$ cat src/rtl/snn_pkg.sv
// Shared types and default geometry for the SNN layer sequencer and its counter.
package snn_pkg;
   localparam int DEF_TIME_PERIOD = 8;
   localparam int DEF_LOG_TP      = 3;
   localparam int DEF_NUM_SPIKES  = 4;
   localparam int DEF_LOG_NEURONS = 3;
   localparam int DEF_CNT_W       = 16;

   typedef enum logic [1:0] {
      IDLE   = 2'd0,
      RUN    = 2'd1,
      RESULT = 2'd2
   } seq_state_t;

   typedef logic [DEF_LOG_TP:0]      spike_time_t;
   typedef logic [DEF_LOG_NEURONS:0] winner_t;

   // MSB set marks an input (or output) that never spikes in this volley.
   localparam spike_time_t NO_SPIKE = {1'b1, {DEF_LOG_TP{1'b0}}};
endpackage

$ cat src/rtl/snn_time_counter.sv
// Time-step counter for one volley: load clears, enable steps, tc flags the last step.
module snn_time_counter #(
   parameter int W    = 4,
   parameter int LAST = 7
) (
   input  logic         clk,
   input  logic         rst,
   input  logic         load,
   input  logic         en,
   output logic [W-1:0] cnt,
   output logic         tc
);
   always_ff @(posedge clk) begin
      if (rst)       cnt <= '0;
      else if (load) cnt <= '0;
      else if (en)   cnt <= cnt + W'(1);
   end

   assign tc = (cnt == W'(LAST));
endmodule

$ cat src/rtl/snn_layer_sequencer.sv
// Runs one volley through an SNN layer for exactly one time period and returns the
// first output spike and winner; one accepted volley at a time, result held until taken.
module snn_layer_sequencer
   import snn_pkg::*;
#(
   parameter int TIME_PERIOD = DEF_TIME_PERIOD,
   parameter int LOG_TP      = DEF_LOG_TP,
   parameter int NUM_SPIKES  = DEF_NUM_SPIKES,
   parameter int LOG_NEURONS = DEF_LOG_NEURONS,
   parameter int CNT_W       = DEF_CNT_W
) (
   input  logic                             clk,
   input  logic                             rst,
   input  logic                             in_valid,
   output logic                             in_ready,
   input  logic [NUM_SPIKES*(LOG_TP+1)-1:0] in_spike_times,
   input  logic                             in_train,
   output logic [LOG_TP:0]                  layer_time_val,
   output logic [NUM_SPIKES*(LOG_TP+1)-1:0] layer_spike_times,
   output logic                             layer_training,
   input  logic [LOG_TP:0]                  layer_out_time,
   input  logic [LOG_NEURONS:0]             layer_winner,
   output logic                             res_valid,
   input  logic                             res_ready,
   output logic [LOG_TP:0]                  res_spike_time,
   output logic [LOG_NEURONS:0]             res_winner,
   output logic                             res_trained,
   output logic [CNT_W-1:0]                 sample_count,
   output logic                             busy
);
   localparam int TW = LOG_TP + 1;
   localparam int SW = NUM_SPIKES * TW;
   localparam logic [LOG_TP:0] TP_LAST      = TW'(TIME_PERIOD - 1);
   localparam logic [SW-1:0]   ALL_NO_SPIKE = {NUM_SPIKES{{1'b1, {LOG_TP{1'b0}}}}};

   seq_state_t        state;
   logic [LOG_TP:0]   cnt;
   logic              cnt_tc;
   logic [SW-1:0]     vol_q;
   logic              train_q;
   logic              captured;
   logic              run;

   assign run = (state == RUN);

   snn_time_counter #(
      .W    (TW),
      .LAST (TIME_PERIOD - 1)
   ) u_time_counter (
      .clk  (clk),
      .rst  (rst),
      .load (state == IDLE),
      .en   (run && !cnt_tc),
      .cnt  (cnt),
      .tc   (cnt_tc)
   );

   // Outside RUN the layer is parked at its last step, which clears its outputs
   // and, with training low, leaves the weights untouched.
   assign layer_time_val    = run ? cnt : TP_LAST;
   assign layer_spike_times = run ? vol_q : ALL_NO_SPIKE;
   assign layer_training    = run && train_q;
   assign res_trained       = train_q;

   always_ff @(posedge clk) begin
      if (rst) begin
         state          <= IDLE;
         in_ready       <= 1'b1;
         res_valid      <= 1'b0;
         busy           <= 1'b0;
         captured       <= 1'b0;
         train_q        <= 1'b0;
         vol_q          <= ALL_NO_SPIKE;
         sample_count   <= '0;
         res_spike_time <= '1;
         res_winner     <= '1;
      end else begin
         case (state)
            IDLE: begin
               if (in_valid) begin
                  vol_q          <= in_spike_times;
                  train_q        <= in_train;
                  captured       <= 1'b0;
                  res_spike_time <= '1;
                  res_winner     <= '1;
                  in_ready       <= 1'b0;
                  busy           <= 1'b1;
                  state          <= RUN;
               end
            end
            RUN: begin
               // Layer output lags one step, so count 0 still shows the parked value.
               if (!captured && (cnt != '0) && !layer_out_time[LOG_TP]) begin
                  res_spike_time <= layer_out_time;
                  res_winner     <= layer_winner;
                  captured       <= 1'b1;
               end
               if (cnt_tc) begin
                  res_valid <= 1'b1;
                  state     <= RESULT;
               end
            end
            RESULT: begin
               if (res_ready) begin
                  sample_count <= sample_count + CNT_W'(1);
                  res_valid    <= 1'b0;
                  in_ready     <= 1'b1;
                  busy         <= 1'b0;
                  state        <= IDLE;
               end
            end
            default: begin
               res_valid <= 1'b0;
               in_ready  <= 1'b1;
               busy      <= 1'b0;
               state     <= IDLE;
            end
         endcase
      end
   end
endmodule

$ cat config.mk
export PLATFORM = sky130hd
export DESIGN_NAME = snn_layer_sequencer
export DESIGN_NICKNAME = d
export VERILOG_FILES = /design/src/rtl/snn_pkg.sv /design/src/rtl/snn_time_counter.sv /design/src/rtl/snn_layer_sequencer.sv
export SDC_FILE = /design/constraint.sdc
export NUM_CORES = 1
export LEC_CHECK = 0
export CORE_AREA = 4 4 106 108
export CTS_CLUSTER_DIAMETER = 40
export CTS_CLUSTER_SIZE = 14
export DETAILED_ROUTE_END_ITERATION = 8
export DIE_AREA = 0 0 110 112
export PLACE_DENSITY_LB_ADDON = 0.12
export SLEW_MARGIN = 20
export SYNTH_ARGS = -nofsm -noshare
export SYNTH_HDL_FRONTEND = slang
export SYNTH_SLANG_ARGS = --single-unit
$ cat constraint.sdc
create_clock -name clk -period 2.7 [get_ports clk]
set_input_delay 0.27 -clock clk [delete_from_list [all_inputs] [get_ports clk]]
set_output_delay 0.27 -clock clk [all_outputs]
set_load 0.02 [all_outputs]
==> flow_summary.toml <==
[min_path]
hp-start = "vol_q[2]$_SDFFE_PP0P_"
hold_path.class = "register to register"

[critical_path]
slowest_stage = "clkdlybuf4s50_1"
crit_start = "state[1]$_SDFFE_PP0P_"
crit_type = "register to primary output"
slowest_delay_ns = 0.61
path_cells = "and2b_1 > and2_1 > clkdlybuf4s50_1"
crit_family = "simple AND/OR/NAND/NOR gates"
arrival_ns = 2.04
r2r-start = "sample_count[3]$_SDFFE_PP0P_"
critPathLaunchType = "register"
cp_num_buf_inv = 1
cp.required_ns = 2.43
critPathMaxFanout = 22
end_kind = "primary output"

[finish]
layout-drive-gt1-share = 0.0575
layout_common_cells = "clkdlybuf4s50_1, dfxtp_1, nand2_1, a21oi_1, nor2_1"
area_growth_pct = 42.6
post-route-util = 0.321
antenna_cells = 0
final_common_cell = "clkdlybuf4s50_1"
final_area_sq_um = 3290
nNetsFinal = 379

[placement]
dpl.hpwl_um = 4350
port_buffers = 77
place.gp.congestion = 0.740
dpl_cell_area_sq_um = 3190

[detailed_routing]
wl_per_cell_um = 12.8
totalWireLength_um = 6170
viasPerCell = 4.27
firstDrtPassIters = 4
drt_iter0_markers = 73
antenna_left = 0
vias = 2069
drcViolationCount = 0

[clocking]
clkTransAtPathRegs_ns = 0.09
cts_hold_buf = 0
clk_latency_ns = 0.30
cts_root_buf = "clkbuf_8"
cts_buffers = 5
clockBufferDepth = 2
ctsResizeCount = 0
cts_tree = "done"
cts_setup_buffers = 0
cts_num_sinks = 51
htreeDepth = 2

[logic_synthesis]
synthCells = 277
ys_seq_area_frac = 0.443
syn_area_sq_um = 2300
yosysUniqueCellTypes = 42
yosys_most_used_dff = "dfxtp_1"
synthArstFlopShare = 0
syn_nets = 309
yosys_warnings = 0
ys_seq_elements = 51
synth_enable_flop_cells = 0
syn_area_per_cell_sq_um = 8.32

[sta]
fmax_ghz = 0.433
final-hold-violation-count = 0
fin_skew_ns = 0.00956
drv_slew = 0
finalSetupViolations = 0
tns_ns = 0
relSlewSlack = 0.368
worstMarginPinSlew_ns = 0.949
fin_crit_ns = 2.31
rsz0062_at_grt = "no"
finalCritPeriodShare = 0.855

[floorplanning]
num_rows = 37
die_h_um = 112
initial_core_util = 0.225
ios = 78
dieArea_sq_um = 12300
die_x_um = 110
core_sq_um = 10200

[power]
powerDensity_nw_per_um2 = 444
p_leak_nw = 1.22
ir_worst_vdd_uv = 177

[grt]
grt_pass1_wl_um = 10200
antenna_found_initial = 0
grt_use_total = 0.102
grt_pass1_vias = 2013
grt_overflow = 0
grt_max_degree = 52

[flow_run]
cap_viol_max_count = 0

[run_status]
status = "completed"
## routing by layer
metal | GRT usage | share of wire
met2 | 0.157 | 0.43
met5 | 0 | 0
met3 | 0.0307 | 0.078
met1 | 0.139 | 0.49
met4 | 0.0249 | 0.0071
## cell type report
cell class / count / area, sq um
timing repair buffer: 82 / 803
clock inverter: 1 / 8.76
fill: 1068 / 6950
inverter: 5 / 18.8
tap: 136 / 170
clock buffer: 7 / 86.3
sequential: 51 / 1020
multi-input combinational: 202 / 1180
## cells in the mapped netlist, types with 2 or more instances
master	instances	area, sq um
dfxtp_1	51	1020
nand2_1	43	161
a21oi_1	29	145
nor2_1	17	63.8
and2_1	15	93.8
nor3_1	12	60.1
clkbuf_1	10	37.5
nand2b_1	9	56.3
nand3_1	9	45.0
buf_2	7	35.0
nor2b_1	7	43.8
o21bai_1	7	52.6
o21ai_0	6	30.0
inv_1	5	18.8
or3_1	5	31.3
nand3b_1	4	30.0
xnor2_1	4	35.0
xor2_1	4	35.0
ha_1	3	37.5
o31ai_1	3	22.5
or4_1	3	22.5
a22oi_1	2	15.0
and3_1	2	12.5
buf_4	2	15.0
## cells by family after synthesis
| logic type | share of synthesized area |
|---|---|
| xor+xnor | 0.0304 |
| compound gates | 0.125 |
| buf+inv | 0.0461 |
| fa+ha+maj | 0.0163 |
| flops | 0.443 |
| simple gates | 0.334 |
| mux | 0.00489 |
## sequential cells by signal (all words and copies together) (netlist names), 2 cells and up
| name | count |
|---|---|
| res_spike_time | 4 |
| res_winner | 4 |
| sample_count | 16 |
| state | 2 |
| u_time_counter.cnt | 4 |
| vol_q | 16 |
## metrics by stage
step                hold WS (ns)  total power, mW  instances  setup WS, ns
floorplan                  0.394            0.910        277         0.984
finish                     0.454             1.46        484         0.390
detailed placement         0.443             1.01        476         0.668
global placement           0.438             1.01        476         0.683
CTS                        0.458             1.50        484         0.335
global route               0.475             1.55        484         0.215
## where the power goes
part | internal (mW) | switching [mW]
Clock | 0.211 | 0.258
Sequential | 0.776 | 0.0119
Combinational | 0.103 | 0.101
Total | 1.09 | 0.371
## worst reg2reg max path: stages (launching register included)
cell and delay (ns):
dfxtp_1 0.46, and4_1 0.39, nand4_4 0.16, or4_1 0.52, a21oi_1 0.14
## path summary, 6_finish.rpt
kind,depth (start not counted),slack (ns),end
max,3,0.39,layer_time_val[3]
min,2,0.45,vol_q[2]$_SDFFE_PP0P_
max reg2reg,4,0.96,sample_count[15]$_SDFFE_PP0P_
min reg2reg,2,0.45,vol_q[2]$_SDFFE_PP0P_
Note: power is estimated with default switching activity, not from simulation.
